**src/rtl/uart_cmd_framer_if.sv**
```systemverilog
// Receiver-side byte strobe and ALU-side command handshake of the command framer.
interface uart_cmd_framer_if;
  logic [7:0] rx_data;
  logic       rx_valid;
  logic       cmd_ready;
  logic       cmd_valid;
  logic [2:0] opcode;
  logic [7:0] operand_a;
  logic [7:0] operand_b;
  logic       timeout_err;
  logic       overrun_err;
  logic       busy;

  // Framer view: consumes bytes and ready, produces the command and status.
  modport slave (
    input  rx_data, rx_valid, cmd_ready,
    output cmd_valid, opcode, operand_a, operand_b, timeout_err, overrun_err, busy
  );

  // Environment view: feeds bytes and ready, observes the command and status.
  modport master (
    output rx_data, rx_valid, cmd_ready,
    input  cmd_valid, opcode, operand_a, operand_b, timeout_err, overrun_err, busy
  );
endinterface

```
**src/rtl/uart_cmd_framer.sv**
```systemverilog
// Assembles opcode/operand A/operand B bytes from the UART receiver into one
// command, holds it for the ALU until accepted, and drops stalled frames.
module uart_cmd_framer #(
  parameter int unsigned TIMEOUT_CYCLES = 208333,
  parameter int unsigned CNT_W          = 18
) (
  input  logic             clk,
  input  logic             rst,
  uart_cmd_framer_if.slave bus
);

  localparam logic [CNT_W-1:0] CNT_LAST = CNT_W'(TIMEOUT_CYCLES - 1);

  typedef enum logic [1:0] {IDLE, GOT_OP, GOT_A, HOLD} state_e;

  state_e           state_q, state_d;
  logic [CNT_W-1:0] cnt_q, cnt_d;
  logic [2:0]       opcode_q, opcode_d;
  logic [7:0]       operand_a_q, operand_a_d;
  logic [7:0]       operand_b_q, operand_b_d;
  logic             cmd_valid_q, cmd_valid_d;
  logic             timeout_err_q, timeout_err_d;
  logic             overrun_err_q, overrun_err_d;
  logic             busy_q, busy_d;
  logic             handshake;

  assign handshake = cmd_valid_q && bus.cmd_ready;

  // Next-state, field capture, inter-byte timer and error pulses.
  always_comb begin
    state_d       = state_q;
    cnt_d         = '0;
    opcode_d      = opcode_q;
    operand_a_d   = operand_a_q;
    operand_b_d   = operand_b_q;
    timeout_err_d = 1'b0;
    overrun_err_d = 1'b0;

    unique case (state_q)
      IDLE: begin
        if (bus.rx_valid) begin
          opcode_d = bus.rx_data[7:5];
          state_d  = GOT_OP;
        end
      end
      GOT_OP, GOT_A: begin
        // An arriving byte beats an expiring timer.
        if (bus.rx_valid) begin
          if (state_q == GOT_OP) begin
            operand_a_d = bus.rx_data;
            state_d     = GOT_A;
          end else begin
            operand_b_d = bus.rx_data;
            state_d     = HOLD;
          end
        end else if (cnt_q == CNT_LAST) begin
          timeout_err_d = 1'b1;
          state_d       = IDLE;
        end else begin
          cnt_d = cnt_q + CNT_W'(1);
        end
      end
      HOLD: begin
        // A byte coinciding with the handshake starts the next frame.
        if (handshake) begin
          if (bus.rx_valid) begin
            opcode_d = bus.rx_data[7:5];
            state_d  = GOT_OP;
          end else begin
            state_d = IDLE;
          end
        end else if (bus.rx_valid) begin
          overrun_err_d = 1'b1;
        end
      end
      default: state_d = IDLE;
    endcase

    cmd_valid_d = (state_d == HOLD);
    busy_d      = (state_d != IDLE);
  end

  // State and output registers with synchronous reset.
  always_ff @(posedge clk) begin
    if (rst) begin
      state_q       <= IDLE;
      cnt_q         <= '0;
      opcode_q      <= '0;
      operand_a_q   <= '0;
      operand_b_q   <= '0;
      cmd_valid_q   <= 1'b0;
      timeout_err_q <= 1'b0;
      overrun_err_q <= 1'b0;
      busy_q        <= 1'b0;
    end else begin
      state_q       <= state_d;
      cnt_q         <= cnt_d;
      opcode_q      <= opcode_d;
      operand_a_q   <= operand_a_d;
      operand_b_q   <= operand_b_d;
      cmd_valid_q   <= cmd_valid_d;
      timeout_err_q <= timeout_err_d;
      overrun_err_q <= overrun_err_d;
      busy_q        <= busy_d;
    end
  end

  assign bus.cmd_valid   = cmd_valid_q;
  assign bus.opcode      = opcode_q;
  assign bus.operand_a   = operand_a_q;
  assign bus.operand_b   = operand_b_q;
  assign bus.timeout_err = timeout_err_q;
  assign bus.overrun_err = overrun_err_q;
  assign bus.busy        = busy_q;

endmodule
```
**src/flat_wrapper.sv**
```systemverilog
// flat-port wrapper written by rule: the top's interface ports become plain ports
module uart_cmd_framer_flat 
#(
  parameter int unsigned TIMEOUT_CYCLES = 208333,
  parameter int unsigned CNT_W          = 18
)
  (clk, rst, bus_rx_data, bus_rx_valid, bus_cmd_ready, bus_cmd_valid, bus_opcode, bus_operand_a, bus_operand_b, bus_timeout_err, bus_overrun_err, bus_busy);
  uart_cmd_framer_if bus_i ();
  input  logic clk;
  input  logic rst;
  input wire logic [$bits(bus_i.rx_data)-1:0] bus_rx_data;
  input wire logic [$bits(bus_i.rx_valid)-1:0] bus_rx_valid;
  input wire logic [$bits(bus_i.cmd_ready)-1:0] bus_cmd_ready;
  output wire logic [$bits(bus_i.cmd_valid)-1:0] bus_cmd_valid;
  output wire logic [$bits(bus_i.opcode)-1:0] bus_opcode;
  output wire logic [$bits(bus_i.operand_a)-1:0] bus_operand_a;
  output wire logic [$bits(bus_i.operand_b)-1:0] bus_operand_b;
  output wire logic [$bits(bus_i.timeout_err)-1:0] bus_timeout_err;
  output wire logic [$bits(bus_i.overrun_err)-1:0] bus_overrun_err;
  output wire logic [$bits(bus_i.busy)-1:0] bus_busy;
  assign bus_i.rx_data = bus_rx_data;
  assign bus_i.rx_valid = bus_rx_valid;
  assign bus_i.cmd_ready = bus_cmd_ready;
  assign bus_cmd_valid = bus_i.cmd_valid;
  assign bus_opcode = bus_i.opcode;
  assign bus_operand_a = bus_i.operand_a;
  assign bus_operand_b = bus_i.operand_b;
  assign bus_timeout_err = bus_i.timeout_err;
  assign bus_overrun_err = bus_i.overrun_err;
  assign bus_busy = bus_i.busy;
  uart_cmd_framer #(.TIMEOUT_CYCLES(TIMEOUT_CYCLES), .CNT_W(CNT_W)) u_core (.clk(clk), .rst(rst), .bus(bus_i));
endmodule
```
**config.mk**
```make
export PLATFORM = sky130hd
export DESIGN_NAME = uart_cmd_framer_flat
export DESIGN_NICKNAME = d
export VERILOG_FILES = /design/src/rtl/uart_cmd_framer_if.sv /design/src/rtl/uart_cmd_framer.sv /design/src/flat_wrapper.sv
export SDC_FILE = /design/constraint.sdc
export NUM_CORES = 1
export LEC_CHECK = 0
export ABC_CLOCK_PERIOD_IN_PS = 2200
export CAP_MARGIN = 0
export CORE_ASPECT_RATIO = 1.25
export CORE_UTILIZATION = 51
export CTS_CLUSTER_DIAMETER = 30
export CTS_CLUSTER_SIZE = 28
export DETAILED_ROUTE_END_ITERATION = 12
export MAX_ROUTING_LAYER = met4
export PLACE_DENSITY = 0.79
export SETUP_SLACK_MARGIN = 0.05
export SLEW_MARGIN = 20
export SYNTH_ARGS = -nofsm -noshare
export SYNTH_HDL_FRONTEND = slang
export SYNTH_SLANG_ARGS = --single-unit
```
**constraint.sdc**
```tcl
create_clock -name clk -period 2.2 [get_ports clk]
set_clock_uncertainty 0.05 [all_clocks]
set_input_delay 0.44 -clock clk [delete_from_list [all_inputs] [get_ports clk]]
set_output_delay 0.44 -clock clk [all_outputs]
set_load 0.03 [all_outputs]
```
==> results of run 1 <==
-- metrics by stage --
step	power (W)	util, %	area, sq um
6_report	0.002160	67.14	2318
3_3_place_gp	0.001655	64.46	2226
2_1_floorplan	0.001430	-	1841
5_1_grt	0.002291	67.14	2318
3_5_place_dp	0.001668	64.46	2226
4_1_cts	0.002176	67.14	2318
-- layer usage --
layer,track usage [%],vias to the layer above
met1,22.59,671
met3,5.441,7
met5,-,-
li1,-,763
met4,5.833,0
met2,34.00,37
-- synthesized netlist by cell type, drive strengths merged --
library cell | number | area (sq um)
nor3b | 1 | 12.51
nor4 | 5 | 43.79
dfxtp | 43 | 860.8
o21ai | 2 | 10.00
a21oi | 11 | 55.05
a2bb2oi | 1 | 8.760
nor3 | 4 | 25.02
nand2 | 29 | 108.9
xor2 | 8 | 70.07
nand3 | 9 | 60.06
buf | 4 | 26.27
inv | 10 | 37.54
nor2 | 35 | 136.4
o21a | 1 | 7.510
clkbuf | 2 | 7.510
nand4b | 1 | 8.760
a21o | 1 | 7.510
and3 | 2 | 13.77
and2 | 3 | 21.27
nor2b | 1 | 6.260
mux2i | 11 | 110.1
xnor2 | 8 | 70.07
and4 | 3 | 31.28
ha | 5 | 62.56
or2 | 1 | 6.260
nand4 | 4 | 25.02
o31ai | 1 | 7.510
-- state kept, by name, summed over array words and instances (netlist names) --
name / cells
u_core.state_q: 2
u_core.bus.cmd_valid: 1
u_core.bus.overrun_err: 1
u_core.bus.busy: 1
u_core.cnt_q: 18
u_core.bus.opcode: 3
u_core.bus.timeout_err: 1
u_core.bus.operand_b: 8
u_core.bus.operand_a: 8
-- cell families after synthesis --
family,Yosys count,share of synthesized area (%)
fa+ha+maj,5,3.399
flops,43,46.77
compound gates,17,5.234
buf+inv,16,3.875
mux,11,5.983
xor+xnor,16,7.614
simple gates,98,27.12
-- final cells by class --
| type | instances | area (sq um) | area share, % |
|---|---|---|---|
| inverter | 10 | 37.54 | 1.619 |
| multi-input combinational | 147 | 908.4 | 39.18 |
| clock buffer | 5 | 68.82 | 2.968 |
| sequential | 43 | 860.8 | 37.13 |
| timing repair buffer | 38 | 370.4 | 15.97 |
| tap | 39 | 48.80 | 2.105 |
| clock inverter | 3 | 23.77 | 1.025 |
-- worst max-delay path by stage --
stage                                   end  slack (ns)  cells after the start
detailed placement  u_core.bus.operand_b[1]        0.30                      5
global placement    u_core.bus.operand_b[0]        0.35                      5
global route               bus_operand_b[1]        0.32                      1
floorplan           u_core.bus.operand_b[0]        0.56                      7
finish                     bus_operand_b[2]        0.38                      1
CTS                        bus_operand_b[2]        0.38                      1
-- power by group --
| part | leakage, nW | total (W) | internal, W | switching, W |
|---|---|---|---|---|
| registers | 0.349 | 0.000922 | 0.000866 | 0.0000566 |
| clock network | 0.0408 | 0.000512 | 0.000227 | 0.000285 |
| logic | 0.484 | 0.000725 | 0.000309 | 0.000416 |
==> results.sh, run 1 <==
export IMPL_yosysUniqueCellTypes=36
export IMPL_pre_cts_ws_ns=0.2967
export IMPL_start_util_pct=53.30
export IMPL_crit_buf_inv=1
export IMPL_antenna_found_initial=0
export IMPL_min_from="u_core.bus.operand_a[3]"
export IMPL_max_cap_violations=0
export IMPL_slowest_stage="clkdlybuf4s50_1"
export IMPL_hold_viol_final=0
export IMPL_routed_wl_microns=3437
export IMPL_highest_layer="met4"
export IMPL_critPathTopFamily="buffers and inverters"
export IMPL_ys_warn_count=0
export IMPL_tightestPinTransition_ns=0.3807
export IMPL_timing_fmax_mhz=550.0
export IMPL_core_sq_um=3453
export IMPL_avgSynthCellArea_sq_um=8.935
export IMPL_grt_pass1_wl_microns=6023
export IMPL_area_growth_pct=25.97
export IMPL_wire_per_inst_microns=12.06
export IMPL_drive_above_1_share_pct=10.57
export IMPL_drt_vias_per_instance=5.186
export IMPL_critPathMaxFanout=2
export IMPL_cts_path_max_buffers=2
export IMPL_ant_nets=0
export IMPL_clkTransAtPathRegs_ns=0.09
export IMPL_die_width_microns=55.73
export IMPL_drt_first_pass_iters=4
export IMPL_ctsResizeCount=0
export IMPL_grt_total_usage_pct=19.91
export IMPL_power_density_nw_per_um2=931.4
export IMPL_critPathKind="register to output port"
export IMPL_crit_chain="clkdlybuf4s50_1"
export IMPL_syn_num_nets=223
export IMPL_gp_congestion=0.8540
export IMPL_hold_path_endpoint="u_core.bus.operand_a[3]"
export IMPL_dp_hpwl_microns=2567
export IMPL_post_cts_buffers=0
export IMPL_crit_start="u_core.bus.operand_b[2]"
export IMPL_num_antenna_cells=0
export IMPL_netlist_instances=206
export IMPL_tns_ns=0
export IMPL_numCtsBuffers=5
export IMPL_outcome="complete, no violations"
export IMPL_hold_path_class="register to register"
export IMPL_holdBufCountCts=0
export IMPL_drv_slew=0
export IMPL_htreeDepth=2
export IMPL_met3WireLength_microns=165
export IMPL_nFillCells=294
export IMPL_via_count=1478
export IMPL_syn_area_sq_um=1841
export IMPL_die_h_microns=69.17
export IMPL_first_iter_violations=30
export IMPL_dp_cells=277
export IMPL_cts_tree="built"
export IMPL_stdcell_count=285
export IMPL_cts_sinks=43
export IMPL_final_nets=262
export IMPL_r2r_slack_ns=0.46
export IMPL_wl_met2_microns=1672
export IMPL_portBuffers=34
export IMPL_critPathMaxStageDelay_ns=0.67
export IMPL_period_share_pct=82.65
export IMPL_leakage_nw=0.8739
export IMPL_ir_worst_vdd_mv=0.8221
export IMPL_die_area_sq_um=3855
export IMPL_cp_required_ns=1.71
export IMPL_rsz0062_at_grt="false"
export IMPL_post_route_min_period_ns=1.818
export IMPL_start_kind="register"
export IMPL_min_path_cells=2
export IMPL_grt_start_max_net_pins=21
export IMPL_grt_pass1_vias=1422
export IMPL_final_common_cell="dfxtp_1"
export IMPL_r2r_end="u_core.bus.operand_b[7]"
export IMPL_final_cell_mix="dfxtp_1, clkdlybuf4s50_1, nor2_1"
export IMPL_setup_viol=0
export IMPL_slew_limit_headroom_pct=74.59
export IMPL_ios=35
export IMPL_gr_total_overflow=0
export IMPL_r2r_start="u_core.state_q[0]"
export IMPL_arrival_ns=1.33
export IMPL_drc=0
export IMPL_row_count=24
export IMPL_insertion_delay_ns=0.30
export IMPL_fin_ws_ns=0.3817
export IMPL_fin_hold_ws_ns=0.4082
export IMPL_crit_path_end_kind="output port"
export IMPL_reg2regPathDepth=6
export IMPL_ys_seq_area_share_pct=46.77
export IMPL_root_buffer="clkbuf_8"
export IMPL_met1_length_microns=1544
export IMPL_synth_seq_cells=43
Power figures use the tool's default switching activity.
==> inputs of run 2 (changes only) <==
- ABC_CLOCK_PERIOD_IN_PS: 2200 -> 1800
- clock period: 2.2 -> 1.8 ns (I/O delays scaled with it)
==> run 2 against run 1 <==
Net effect: register-to-register slack worse by 0.26 ns; first-iteration DRC count up 3.3%; global-route usage up 0.90 points; clock power up 14%; combinational power up 27%; final cell count up 1.1%; critical path depth unchanged; via count down 0.14%; largest cell class unchanged.
==> results.sh, run 2 (synthesized netlist as in run 1, its figures left out) <==
export IMPL_numCtsBuffers=5
export IMPL_power_density_nw_per_um2=1105
export IMPL_max_cap_violations=0
export IMPL_ant_nets=0
export IMPL_largest_reg_flops=18
export IMPL_final_nets=265
export IMPL_arrival_ns=1.30
export IMPL_top_register="u_core.cnt_q"
export IMPL_outcome="complete, no violations"
export IMPL_gp_congestion=0.8489
export IMPL_grt_start_max_net_pins=20
export IMPL_wire_per_inst_microns=12.55
export IMPL_holdBufCountCts=0
export IMPL_ios=35
export IMPL_critPathMaxStageDelay_ns=0.67
export IMPL_crit_chain="clkdlybuf4s50_1"
export IMPL_routed_wl_microns=3614
export IMPL_endpoint="bus_operand_b[5]"
export IMPL_htreeDepth=2
export IMPL_gr_total_overflow=0
export IMPL_setup_viol=0
export IMPL_critPathMaxFanout=2
export IMPL_fin_hold_ws_ns=0.4111
export IMPL_rsz0062_at_grt="false"
export IMPL_reg2regPathDepth=6
export IMPL_cts_sinks=43
export IMPL_grt_pass1_vias=1429
export IMPL_cts_tree="built"
export IMPL_area_growth_pct=29.37
export IMPL_antenna_found_initial=0
export IMPL_leakage_nw=1.198
export IMPL_root_buffer="clkbuf_8"
export IMPL_crit_start="u_core.bus.operand_b[5]"
export IMPL_portBuffers=34
export IMPL_core_sq_um=3453
export IMPL_crit_path_end_kind="output port"
export IMPL_utilization_pct=68.95
export IMPL_final_common_cell="dfxtp_1"
export IMPL_insertion_delay_ns=0.30
export IMPL_drt_vias_per_instance=5.125
export IMPL_tightestPinTransition_ns=0.3621
export IMPL_die_area_sq_um=3855
export IMPL_clkTransAtPathRegs_ns=0.08
export IMPL_tns_ns=0
export IMPL_timing_fmax_mhz=584.2
export IMPL_pre_cts_ws_ns=0.07421
export IMPL_post_route_min_period_ns=1.712
export IMPL_drt_first_pass_iters=4
export IMPL_crit_buf_inv=1
export IMPL_drive_above_1_share_pct=12.45
export IMPL_hold_path_class="register to register"
export IMPL_path_depth=1
export IMPL_first_iter_violations=31
export IMPL_grt_pass1_wl_microns=6078
export IMPL_die_h_microns=69.17
export IMPL_drc=0
export IMPL_drv_slew=0
export IMPL_r2r_slack_ns=0.20
export IMPL_cp_required_ns=1.39
export IMPL_fin_ws_ns=0.08817
export IMPL_final_cell_mix="dfxtp_1, nor2_1, nand2_1"
export IMPL_hold_viol_final=0
export IMPL_r2r_start="u_core.state_q[0]"
export IMPL_ir_worst_vdd_mv=0.6956
export IMPL_cts_path_max_buffers=2
export IMPL_critPathKind="register to output port"
export IMPL_r2r_end="u_core.bus.operand_b[4]"
export IMPL_row_count=24
export IMPL_critPathTopFamily="buffers and inverters"
export IMPL_p_total_w=0.002631
export IMPL_start_kind="register"
export IMPL_dp_hpwl_microns=2603
export IMPL_slew_limit_headroom_pct=75.64
export IMPL_via_count=1476
export IMPL_start_util_pct=53.30
export IMPL_grt_total_usage_pct=20.81
export IMPL_nFillCells=289
export IMPL_die_width_microns=55.73
export IMPL_slowest_stage="clkdlybuf4s50_1"
export IMPL_num_antenna_cells=0
export IMPL_period_share_pct=95.10
run 2: final cells by class:
class | instances | area [sq um] | share of cell area, %
tap | 39 | 48.80 | 2.049
timing repair buffer | 41 | 435.4 | 18.29
sequential | 43 | 862.1 | 36.21
inverter | 10 | 37.54 | 1.576
clock inverter | 3 | 15.01 | 0.6306
clock buffer | 5 | 68.82 | 2.890
multi-input combinational | 147 | 913.4 | 38.36
run 2: how the worst min path moves through the flow:
stage,slack (ns),cells after the start,end,startpoint
6_report,0.41,2,u_core.bus.operand_a[0],u_core.bus.operand_a[0]
5_1_grt,0.43,2,u_core.bus.operand_a[2],u_core.bus.operand_a[2]
4_1_cts,0.41,2,u_core.bus.operand_a[0],u_core.bus.operand_a[0]
3_5_place_dp,0.40,2,u_core.bus.operand_a[0],u_core.bus.operand_a[0]
3_3_place_gp,0.39,2,u_core.bus.operand_a[7],u_core.bus.operand_a[7]
2_1_floorplan,0.41,1,u_core.cnt_q[0],u_core.cnt_q[0]
run 2: repair_timing:
| action | 4_1_cts | 5_1_grt |
|---|---|---|
| buffers inserted | 0 | 0 |
| resized for setup | 0 | 19 |
| endpoints found under the setup margin | 0 | 44 |
run 2: tightest hold or removal path: stages (launching register included):
cell,delay [ns]
dfxtp_1,0.31
nand2_1,0.05
a21oi_1,0.05
run 2: per-stage QoR:
step,cells,area (sq um)
after floorplan,206,1841
after global placement,280,2248
after detailed placement,280,2248
after CTS,288,2332
after global routing,288,2381
final,288,2381
run 2: metal layers:
metal,vias to the layer above,wire [microns],track usage (%)
li1,766,-,-
met1,668,1594,22.04
met2,36,1795,35.61
met3,6,162,5.629
met4,0,61,9.722
met5,-,0,-
run 2: power by group:
| group | total [W] | internal (W) | leakage [nW] | switching [W] |
|---|---|---|---|---|
| clock | 0.000583 | 0.000265 | 0.0477 | 0.000317 |
| sequential | 0.00113 | 0.00106 | 0.349 | 0.0000669 |
| combinational | 0.000921 | 0.000400 | 0.802 | 0.000521 |
